<file path="config.mk">
export PLATFORM = sky130hd
export DESIGN_NAME = pipelined_ripple_adder
export DESIGN_NICKNAME = d
export VERILOG_FILES = /design/src/rtl/pipelined_ripple_adder.sv
export SDC_FILE = /design/constraint.sdc
export NUM_CORES = 1
export LEC_CHECK = 0
export ABC_AREA = 1
export CAP_MARGIN = 20
export CORE_MARGIN = 3
export CORE_UTILIZATION = 45
export DETAILED_ROUTE_END_ITERATION = 7
export HOLD_SLACK_MARGIN = 0.1
export PLACE_DENSITY = 0.67
export SYNTH_ARGS = -nofsm -noshare
export SYNTH_HDL_FRONTEND = slang
export SYNTH_SLANG_ARGS = --single-unit
</file>
<file path="constraint.sdc">
create_clock -name clk -period 3.05 [get_ports clk]
set_input_delay 0.61 -clock clk [delete_from_list [all_inputs] [get_ports clk]]
set_output_delay 0.61 -clock clk [all_outputs]
set_load 0.05 [all_outputs]
</file>
<file path="src/rtl/pipelined_ripple_adder.sv">
// Pipelined ripple-carry adder/subtractor: each stage ripples one WIDTH/STAGES chunk.
// Latency STAGES cycles, one op per cycle; stages advance independently so bubbles collapse under stall.
module pipelined_ripple_adder #(
    parameter int WIDTH  = 16,
    parameter int STAGES = 4
) (
    input  logic             clk,
    input  logic             rst,
    input  logic             in_valid,
    output logic             in_ready,
    input  logic [WIDTH-1:0] a0,
    input  logic [WIDTH-1:0] a1,
    input  logic             cin,
    input  logic             sub,
    output logic             out_valid,
    input  logic             out_ready,
    output logic [WIDTH-1:0] sum,
    output logic             cout,
    output logic             ovf
);
    localparam int CHUNK = WIDTH / STAGES;

    logic [STAGES-1:0]             vld_q, vld_d, load;
    logic [STAGES-1:0][WIDTH-1:0]  a_q, a_d, b_q, b_d, s_q, s_d;
    logic [STAGES-1:0]             c_q, c_d;
    logic                          ovf_q, ovf_d;
    logic                          accept;

    logic                          src_vld, src_c;
    logic [WIDTH-1:0]              src_a, src_b, src_s;
    logic [CHUNK:0]                chunk_sum;

    // A stage may load when it, or any stage downstream of it, has room.
    always_comb begin : p_load
        logic full_run;
        full_run = 1'b1;
        load     = '0;
        for (int k = STAGES - 1; k >= 0; k--) begin
            full_run = full_run & vld_q[k];
            load[k]  = out_ready | ~full_run;
        end
    end

    assign in_ready = load[0] & ~rst;
    assign accept   = in_valid & in_ready;

    always_comb begin
        vld_d     = vld_q;
        a_d       = a_q;
        b_d       = b_q;
        s_d       = s_q;
        c_d       = c_q;
        ovf_d     = ovf_q;
        src_vld   = 1'b0;
        src_a     = '0;
        src_b     = '0;
        src_s     = '0;
        src_c     = 1'b0;
        chunk_sum = '0;
        for (int k = 0; k < STAGES; k++) begin
            if (k == 0) begin
                src_vld = accept;
                src_a   = a0;
                src_b   = sub ? ~a1 : a1;
                src_c   = sub | cin;
                src_s   = '0;
            end else begin
                src_vld = vld_q[(k == 0) ? 0 : k - 1];
                src_a   = a_q[(k == 0) ? 0 : k - 1];
                src_b   = b_q[(k == 0) ? 0 : k - 1];
                src_c   = c_q[(k == 0) ? 0 : k - 1];
                src_s   = s_q[(k == 0) ? 0 : k - 1];
            end
            chunk_sum = {1'b0, src_a[k*CHUNK +: CHUNK]} + {1'b0, src_b[k*CHUNK +: CHUNK]}
                      + {{CHUNK{1'b0}}, src_c};
            if (load[k]) begin
                vld_d[k] = src_vld;
                if (src_vld) begin
                    a_d[k]                 = src_a;
                    b_d[k]                 = src_b;
                    s_d[k]                 = src_s;
                    s_d[k][k*CHUNK +: CHUNK] = chunk_sum[CHUNK-1:0];
                    c_d[k]                 = chunk_sum[CHUNK];
                    // Carry into the MSB is recovered as a^b^s at that bit.
                    if (k == STAGES - 1)
                        ovf_d = src_a[WIDTH-1] ^ src_b[WIDTH-1]
                              ^ chunk_sum[CHUNK-1] ^ chunk_sum[CHUNK];
                end
            end
        end
    end

    always_ff @(posedge clk) begin
        if (rst) begin
            vld_q <= '0;
            a_q   <= '0;
            b_q   <= '0;
            s_q   <= '0;
            c_q   <= '0;
            ovf_q <= 1'b0;
        end else begin
            vld_q <= vld_d;
            a_q   <= a_d;
            b_q   <= b_d;
            s_q   <= s_d;
            c_q   <= c_d;
            ovf_q <= ovf_d;
        end
    end

    // The final stage's operand copies feed nothing downstream.
    logic unused_final_operands;
    assign unused_final_operands = ^{a_q[STAGES-1], b_q[STAGES-1]};

    assign out_valid = vld_q[STAGES-1];
    assign sum       = s_q[STAGES-1];
    assign cout      = c_q[STAGES-1];
    assign ovf       = ovf_q;
endmodule

</file>
; Word-level counts from Yosys, hierarchy flattened
; Index checks and enable logic that the tools add are counted.
[totals]
output_inout_bits = 20
reg_bits = 145
[op_classes]
bitwise = 19
addsub = 8
muxes = 1
n_reduce_logical = 4
[ops]
columns = operator, n
row1 = adder 4 x 4 -> 5 bit, 4
row2 = adder 5 x 1 -> 5 bit, 4
row3 = 2-to-1 mux 16 bit, 1
row4 = inverter 16 bit, 1
row5 = AND reduction 2 bit, 4
row6 = bitwise AND 1 bit, 5
row7 = inverter 1 bit, 5
row8 = bitwise OR 1 bit, 5
row9 = bitwise XOR 1 bit, 3

; Depth between registers and ports, before layout
; Gate-level depths: netlist (run 1).
[logic_depth]
word_depth = 8
depth_mapped = 11
ltp_nobuf = 9

; Least setup slack after synthesis (run 1)
; No wires, ideal clock.
[synth_timing]
kind = in2reg
from = input sub
to = register c_q[0]
required_time_ns = 2.940
setup_time_ns = 0.110
arrival_ns = 2.380
path_stages = 11
slack_ns = 0.560
cell_sequence = buf_2 > buf_4 > or2_2 > fa_1 > fa_1 > inv_1 > nor2_1 > nor2_1 > nand4_1 > nand2_1 > nor2_1
[synth_between]
elab_chain_len = 3
elab_cells_between_ends = 4
cone_classes = add/sub (2) / mux (1) / bitwise (1)
[synth_rtl]
columns = element, line_no
row1 = from (decl), 14  ; input logic sub,
row2 = 2-to-1 mux 16 bit, 64  ; src_b = sub ? ~a1 : a1;
row3 = adder 4 x 4 -> 5 bit, 74  ; chunk_sum = {1'b0, src_a[k*CHUNK +: CHUNK]} + {1'b0, src_b[k*CHUNK +: CHUNK]}
row4 = adder 5 x 1 -> 5 bit *, 75  ; + {{CHUNK{1'b0}}, src_c};
row5 = to (signal assigned), 99  ; c_q <= '0;
row6 = to (signal assigned), 106  ; c_q <= c_d;
row7 = to (decl), 25  ; logic [STAGES-1:0] c_q, c_d;
; Mark *: on every way between the ends. The rest lies on a longest branch, timed or not.
; A chain may end at the register's enable or synchronous reset.

; Final worst setup path (run 1)
; Same ends and word-level chain as after synthesis.

==> results.json, run 1 <==
{
  "maxSlewViolCount": 0,
  "clk_pin_slew_worst_paths_ns": 0.09,
  "grt_util_all_layers_pct": 14.26,
  "synth_most_common_cell": "nor2_1",
  "grt_max_degree": 50,
  "ys_types": 24,
  "first_pass_iters": 4,
  "antenna_found_initial": 0,
  "power_leakage_nw": 2.134,
  "required_ns": 3.31,
  "use_met3_pct": 4.159,
  "drcViolationCount": 0,
  "netSwitchingFraction_pct": 26.47,
  "grt_busiest_layer": "met2",
  "synth.largest_area_cell": "dfxtp_1",
  "via_count": 3311,
  "root_buffer": "clkbuf_8",
  "viasPerCell": 4.644,
  "ff2ff_setup_slack_ns": 1.27,
  "grt_pass1_wl_um": 13120,
  "p_seq_share_pct": 54.0,
  "fillCellCount": 913,
  "synth.area.top_cells": "dfxtp_1 45%, nor2_1 10%, o21ai_0 6.6%",
  "switchingPower_mw": 0.6736,
  "fp.dieArea_um2": 10840,
  "htreeDepth": 3,
  "dp_hpwl_um": 5724,
  "drive_above_1_share_pct": 6.507,
  "power_frac_comb_pct": 13.1,
  "die_y_um": 104.1,
  "skew_ns": 0.006000,
  "end_kind": "flop",
  "utilization_pct": 54.20,
  "drtIter0Drc": 115,
  "ant_nets": 0,
  "grt_pass1_vias": 2904,
  "use_met1_pct": 19.89,
  "yosysWarningCount": 0,
  "grt_use_met2_pct": 21.96,
  "fmaxAchievable_ghz": 0.4157,
  "hold_violations": 0,
  "post-route-period-util_pct": 78.87,
  "setup_viol": 0,
  "core_um2": 9284,
  "insertedDiodeCount": 0,
  "gp_congestion": 0.7711,
  "critPathLaunchType": "input pin",
  "ioPinCount": 58,
  "syn_avg_cell_area_um2": 7.845,
  "synth_top_area_share_pct": 44.84,
  "syn-num-nets": 610,
  "synth_flop_cell": "dfxtp_1",
  "critPathKind": "in2reg",
  "fin_nets": 637,
  "cts_tree": "done",
  "postCtsHoldBufs": 0,
  "rows": 35,
  "worstMarginPinSlew_ns": 0.6318,
  "clock_power_share_pct": 32.9,
  "max_cap_viol_count": 0,
  "synth_seq_area_share_pct": 44.84,
  "routed_wl_um": 7817,
  "synth_edf_count": 0,
  "p_int_mw": 1.871,
  "status": "finished clean",
  "start_util_pct": 46.64,
  "hold_path.startpoint": "b_q[9]",
  "layout_min_cycle_time_ns": 2.406,
  "relSlewSlack_pct": 57.83,
  "area.growth.synth_to_final_pct": 16.21,
  "ctsLongestPathBuffers": 2,
  "crit_arrival_ns": 2.66,
  "peakVddDrop_uv": 210.6,
  "synth_common_cells": "117 x nor2_1, 97 x dfxtp_1, 68 x nand2_1",
  "hold_depth": 2,
  "cts_setup_buffers": 0,
  "min_path_type": "reg2reg",
  "cp-startpoint": "sub",
  "power_density_nw_per_um2": 505.6,
  "crit_fanout": 3,
  "ys_ff_latch": 97,
  "register_area_um2": 1942,
  "reg2reg_to": "ovf",
  "insertion_delay_ns": 0.35,
  "multi_input_area_um2": 1988,
  "r2r_start": "src_a[12]",
  "fin_setup_tns_ns": 0,
  "io_buffers": 57,
  "rsz0062_at_grt": "false",
  "tritoncts.num_buffers": 9,
  "cts_resized": 0,
  "cts.sinks": 97,
  "async_flop_share_pct": 0,
  "die_x_um": 104.1,
  "syn_area_um2": 4330,
  "wl_per_cell_um": 10.96,
  "grt_overflow": 0,
  "r2r_cells": 7,
  "holdPathEnd": "b_q[9]",
  "synthCells": 552
}
## logic make-up after synthesis
group           after synthesis  share of synthesized area (%)
simple gates                255                          24.79
fa+ha+maj                    20                          7.165
xor+xnor                     20                          4.045
compound gates               83                          9.910
buf+inv                      77                          9.246
flops                        97                          44.84
## flip-flops by register name (all words and copies together) (netlist names)
| register | count |
|---|---|
| src_b | 4 |
| b_q | 20 |
| s_q | 12 |
| src_s | 12 |
| a_q | 20 |
| vld_q | 4 |
| sum | 16 |
| ovf | 1 |
| src_a | 4 |
| c_q | 4 |
## per-stage QoR
step | power [mW] | cells | hold slack (ns) | area (µm²) | setup WS (ns)
2_1_floorplan | 1.636 | 552 | 0.4299 | 4330 | 0.5603
3_3_place_gp | 1.732 | 697 | 0.4513 | 4830 | 0.2922
3_5_place_dp | 1.740 | 697 | 0.4642 | 4830 | 0.2672
4_1_cts | 2.581 | 713 | 0.4802 | 5032 | 0.6523
5_1_grt | 2.666 | 713 | 0.4984 | 5032 | 0.5130
6_report | 2.544 | 713 | 0.4793 | 5032 | 0.6444
## power groups by stage
stage / clock network [mW] / logic (mW) / registers [mW]
after floorplan: 0 / 0.241 / 1.39
after global placement: 0 / 0.331 / 1.40
after detailed placement: 0 / 0.336 / 1.40
after CTS: 0.870 / 0.338 / 1.37
after global routing: 0.903 / 0.381 / 1.38
final: 0.837 / 0.334 / 1.37
## critical path, cell delays in order
cell and delay [ns]:
clkdlybuf4s50_1 0.50, or2_2 0.33, fa_1 0.41, fa_1 0.41, inv_1 0.07, nor2_1 0.04, nor2_1 0.08, nand4_1 0.09
nand2_1 0.08, nor2_1 0.04
## routing by layer
metal | wire length, µm | vias up
met2 | 3294 | 69
met5 | 0 | -
met3 | 322 | 9
met1 | 4137 | 1417
li1 | - | 1816
met4 | 63 | 0
## cell type report
| cell class | instances | share of cell area [%] |
|---|---|---|
| Sequential cell | 97 | 38.59 |
| Inverter | 30 | 2.238 |
| Tap cell | 129 | 3.207 |
| Timing Repair Buffer | 63 | 12.43 |
| Clock inverter | 7 | 1.566 |
| Multi-Input combinational cell | 378 | 39.51 |
| Clock buffer | 9 | 2.461 |
## cells in the final DEF (no fill, tap or decap)
master           count
o21ai_1              5
inv_6                1
or2_2                1
nand4_1              5
nand3_2              3
nor2_2               3
a211oi_1             1
a21oi_4              1
nand2_1             68
a21oi_1             19
buf_12               1
bufinv_16            1
ha_1                12
fa_1                 8
clkinvlp_4           2
clkinv_2             1
inv_8                1
clkbuf_8             9
inv_2                5
nand3_1             56
clkinv_4             1
inv_1               25
xnor2_1              5
xor2_1              15
o21ai_0             57
buf_4                6
dfxtp_1             97
nand2_2              2
clkdlybuf4s50_1     56
nor2_1             117
## worst max-delay path by stage
| stage | to | slack, ns | depth (start not counted) |
|---|---|---|---|
| floorplan | c_q[0] | 0.56 | 11 |
| global placement | c_q[0] | 0.29 | 10 |
| CTS | c_q[0] | 0.65 | 10 |
| finish | c_q[0] | 0.64 | 10 |
| global route | c_q[0] | 0.51 | 10 |
| detailed placement | c_q[0] | 0.27 | 10 |
No activity file was read; power rests on OpenSTA's default activity.
==> run 2, diff against run 1 <==
==> constraint.sdc (replaced) <==
create_clock -name clk -period 2.4 [get_ports clk]
set_input_delay 0.48 -clock clk [delete_from_list [all_inputs] [get_ports clk]]
set_output_delay 0.48 -clock clk [all_outputs]
set_load 0.05 [all_outputs]
==> results.json, run 2 (synthesis results as in run 1) <==
{
  "status": "finished clean",
  "area.growth.synth_to_final_pct": 18.69,
  "fmaxAchievable_ghz": 0.4428,
  "grt_pass1_wl_um": 14230,
  "first_pass_iters": 4,
  "power_leakage_nw": 2.195,
  "power_frac_comb_pct": 12.7,
  "holdWs_ns": 0.4754,
  "fin_nets": 645,
  "clk_pin_slew_worst_paths_ns": 0.09,
  "reg2reg_to": "ovf",
  "r2r_cells": 7,
  "cts_tree": "done",
  "mostFrequentLayoutCells": "117 x nor2_1, 97 x dfxtp_1, 68 x nand2_1",
  "via_count": 3404,
  "relSlewSlack_pct": 58.07,
  "power_density_nw_per_um2": 674.0,
  "setup_viol": 0,
  "ant_nets": 0,
  "fp.dieArea_um2": 10840,
  "core_um2": 9284,
  "grt_overflow": 0,
  "register_area_um2": 1942,
  "root_buffer": "clkbuf_8",
  "min_path_type": "reg2reg",
  "start_util_pct": 46.64,
  "end_kind": "flop",
  "critPathKind": "in2reg",
  "switchingPower_mw": 0.8662,
  "htreeDepth": 3,
  "ioPinCount": 58,
  "gp_congestion": 0.7723,
  "fillCellCount": 907,
  "antenna_found_initial": 0,
  "grt_max_degree": 32,
  "maxSlewViolCount": 0,
  "hold_depth": 2,
  "drtIter0Drc": 94,
  "rsz0062_at_grt": "false",
  "tritoncts.num_buffers": 9,
  "crit_fanout": 3,
  "final_common_cell": "nor2_1",
  "multi_input_area_um2": 1988,
  "netSwitchingFraction_pct": 25.01,
  "holdPathEnd": "b_q[11]",
  "wl_per_cell_um": 11.33,
  "routed_wl_um": 8168,
  "cts_setup_buffers": 0,
  "grt_util_all_layers_pct": 15.55,
  "postCtsHoldBufs": 0,
  "dp_hpwl_um": 6063,
  "ctsLongestPathBuffers": 2,
  "grt_pass1_vias": 3214,
  "critPathLaunchType": "input pin",
  "r2r_start": "src_a[12]",
  "ff2ff_setup_slack_ns": 0.66,
  "insertedDiodeCount": 0,
  "die_y_um": 104.1,
  "insertion_delay_ns": 0.36,
  "peakVddDrop_uv": 265.7,
  "fin_setup_tns_ns": 0,
  "post-route-period-util_pct": 94.11,
  "viasPerCell": 4.721,
  "rows": 35,
  "drive_above_1_share_pct": 7.770,
  "p_seq_share_pct": 50.4,
  "hold_violations": 0,
  "cts_resized": 0,
  "layout_min_cycle_time_ns": 2.259,
  "required_ns": 2.67,
  "die_x_um": 104.1,
  "p_int_mw": 2.598,
  "worstMarginPinSlew_ns": 0.6282,
  "clock_power_share_pct": 36.9,
  "max_cap_viol_count": 0,
  "crit_arrival_ns": 2.52,
  "io_buffers": 57,
  "skew_ns": 0.008406,
  "cts.sinks": 97,
  "hold_path.startpoint": "b_q[11]",
  "drcViolationCount": 0
}
==> run 2: cell count changes in the layout (fill, tap and decap cells not counted), sizes merged <==
cell | before | now
clkinv | 2 | 1
bufinv | 1 | 3
clkinvlp | 2 | 1
buf | 7 | 15
==> run 2: how the worst max path moves through the flow <==
stage | from | endpoint | slack [ns]
after floorplan | sub | c_q[0] | 0.04
after global placement | sub | c_q[0] | -0.22
after detailed placement | sub | c_q[0] | -0.25
after CTS | sub | c_q[0] | 0.15
after global routing | sub | c_q[0] | 0.02
final | sub | c_q[0] | 0.14
==> run 2: per-stage QoR <==
step	cell area [µm²]	setup slack, ns	std cells	total power [mW]	utilization [%]
3_3_place_gp	4890	-0.2232	705	2.211	52.67
6_report	5140	0.1414	721	3.464	55.36
3_5_place_dp	4890	-0.2467	705	2.223	52.67
2_1_floorplan	4330	0.04034	552	2.079	-
4_1_cts	5140	0.1465	721	3.496	55.36
5_1_grt	5140	0.01510	721	3.625	55.36
==> run 2: layer usage <==
| metal | global-route usage, % | routed length [µm] | share of wire, % |
|---|---|---|---|
| met1 | 20.75 | 4138 | 51 |
| met5 | 0 | 0 | 0 |
| met3 | 2.980 | 400 | 4.9 |
| met2 | 24.93 | 3469 | 42 |
| met4 | 6.078 | 159 | 1.9 |
==> run 2: area by class of cell <==
type	count	share of cell area [%]
clock buffers	9	2.410
clock inverters	7	2.459
flip-flops and latches	97	37.78
inverters	30	2.191
well taps	129	3.140
repair buffers	71	13.34
multi-input cells	378	38.68
==> run 2: worst max-delay path, cell delays in order <==
cell             delay, ns
clkdlybuf4s50_1       0.51
or2_2                 0.33
fa_1                  0.41
fa_1                  0.41
inv_1                 0.07
nor2_1                0.04
nor2_1                0.07
nand4_1               0.09
nand2_1               0.07
nor2_1                0.04
==> run 2: power by group through the flow <==
stage / logic, mW / clock network [mW] / registers, mW
after floorplan: 0.306 / 0 / 1.77
after global placement: 0.430 / 0 / 1.78
after detailed placement: 0.439 / 0 / 1.78
after CTS: 0.442 / 1.31 / 1.75
after global routing: 0.500 / 1.37 / 1.76
final: 0.438 / 1.28 / 1.75
==> run 3, diff against run 2 <==
--- a/config.mk
+++ b/config.mk
@@ -12,6 +12,7 @@
 export DETAILED_ROUTE_END_ITERATION = 7
 export HOLD_SLACK_MARGIN = 0.1
 export PLACE_DENSITY = 0.67
+export RECOVER_POWER = 50
 export SYNTH_ARGS = -nofsm -noshare
 export SYNTH_HDL_FRONTEND = slang
 export SYNTH_SLANG_ARGS = --single-unit
==> results.json, run 3 (synthesis results as in run 1) <==
{
  "antenna_found_initial": 0,
  "via_count": 3412,
  "crit_fanout": 3,
  "fin_setup_tns_ns": 0,
  "hold_depth": 2,
  "cts.sinks": 97,
  "crit_chain": "dlygate4sd3_1 > inv_1 > nand3_1 > nor2_2 > a21oi_4 > buf_12",
  "reg2reg_to": "ovf",
  "root_buffer": "clkbuf_8",
  "skew_ns": 0.008302,
  "fin_nets": 645,
  "ff2ff_setup_slack_ns": 0.65,
  "cp-startpoint": "out_ready",
  "insertedDiodeCount": 0,
  "total_power_mw": 3.455,
  "wl_per_cell_um": 11.33,
  "ant_nets": 0,
  "mostFrequentLayoutCells": "117 x nor2_1, 97 x dfxtp_1, 68 x nand2_1",
  "cts_setup_buffers": 0,
  "htreeDepth": 3,
  "required_ns": 1.92,
  "cts_tree": "done",
  "setup_viol": 0,
  "cpLargestDelayFamily": "buffers and inverters",
  "crit_arrival_ns": 1.78,
  "cpPeakStageDelay_ns": 0.58,
  "cts_resized": 0,
  "critPathLaunchType": "input pin",
  "relSlewSlack_pct": 46.87,
  "maxSlewViolCount": 0,
  "hold_violations": 0,
  "worstMarginPinSlew_ns": 0.7970,
  "utilization_pct": 55.12,
  "min_path_type": "reg2reg",
  "critPathKind": "in2out",
  "multi_input_area_um2": 1983,
  "drive_above_1_share_pct": 6.250,
  "gp_congestion": 0.7723,
  "grt_pass1_vias": 3214,
  "fin_area_um2": 5117,
  "tritoncts.num_buffers": 9,
  "fillCellCount": 916,
  "grt_pass1_wl_um": 14230,
  "power_density_nw_per_um2": 675.1,
  "end_kind": "output pin",
  "die_x_um": 104.1,
  "post-route-period-util_pct": 94.30,
  "io_buffers": 57,
  "ioPinCount": 58,
  "hold_path.startpoint": "b_q[8]",
  "first_pass_iters": 4,
  "core_um2": 9284,
  "fmaxAchievable_ghz": 0.4418,
  "register_area_um2": 1942,
  "peakVddDrop_uv": 264.3,
  "fp.dieArea_um2": 10840,
  "holdPathEnd": "b_q[8]",
  "grt_util_all_layers_pct": 15.55,
  "power_leakage_nw": 2.187,
  "clk_pin_slew_worst_paths_ns": 0.09,
  "grt_overflow": 0,
  "routed_wl_um": 8168,
  "ctsLongestPathBuffers": 2,
  "drtIter0Drc": 86,
  "r2r_start": "src_a[12]",
  "start_util_pct": 46.64,
  "rows": 35,
  "final_common_cell": "nor2_1",
  "grt_max_degree": 32,
  "postCtsHoldBufs": 0,
  "critical_path_buf_inv_count": 3,
  "status": "finished clean",
  "area.growth.synth_to_final_pct": 18.17,
  "place_area_um2": 4890,
  "r2r_cells": 7,
  "insertion_delay_ns": 0.35,
  "dp_hpwl_um": 6063,
  "slowest_stage": "dlygate4sd3_1",
  "rsz0062_at_grt": "false",
  "max_cap_viol_count": 0,
  "die_y_um": 104.1,
  "viasPerCell": 4.732,
  "layout_min_cycle_time_ns": 2.263,
  "drcViolationCount": 0
}
[run 3: final cells by class]
cell class | instances | share of cell area [%]
clock buffers | 9 | 2.421
clock inverters | 7 | 2.469
inverters | 30 | 2.200
multi-input cells | 378 | 38.75
flip-flops and latches | 97 | 37.95
well taps | 129 | 3.154
repair buffers | 71 | 13.06
[run 3: worst max path at each step]
stage,slack (ns),cells after the start,endpoint
4_1_cts,0.15,10,c_q[0]
3_5_place_dp,-0.25,10,c_q[0]
5_1_grt,0.02,10,c_q[0]
6_report,0.14,6,in_ready
3_3_place_gp,-0.22,10,c_q[0]
2_1_floorplan,0.04,11,c_q[0]
[run 3: power by group]
group	switching [mW]	internal, mW
clock	0.571	0.705
sequential	0.0501	1.70
combinational	0.240	0.194
total	0.861	2.59
[run 3: worst register-to-register path: stages, from the launching register on]
cell and delay [ns]:
dfxtp_1 0.33, fa_1 0.46, fa_1 0.44, a21oi_1 0.22, nand2_1 0.07, nand3_1 0.08
nand2_1 0.06, inv_1 0.04
[run 3: layer usage]
metal / part of all wire, % / global-route usage, % / up-vias
li1: - / - / 1834
met1: 50 / 20.75 / 1493
met2: 42 / 24.93 / 73
met3: 5.2 / 2.980 / 12
met4: 2.0 / 6.078 / 0
met5: 0 / 0 / -
[run 3: stage by stage]
step / cells / hold WS (ns) / worst slack [ns]
after CTS: 721 / 0.4739 / 0.1465
final: 721 / 0.4747 / 0.1368
after global routing: 721 / 0.4985 / 0.01510
after floorplan: 552 / 0.4299 / 0.04034
after detailed placement: 705 / 0.4613 / -0.2467
after global placement: 705 / 0.4487 / -0.2232
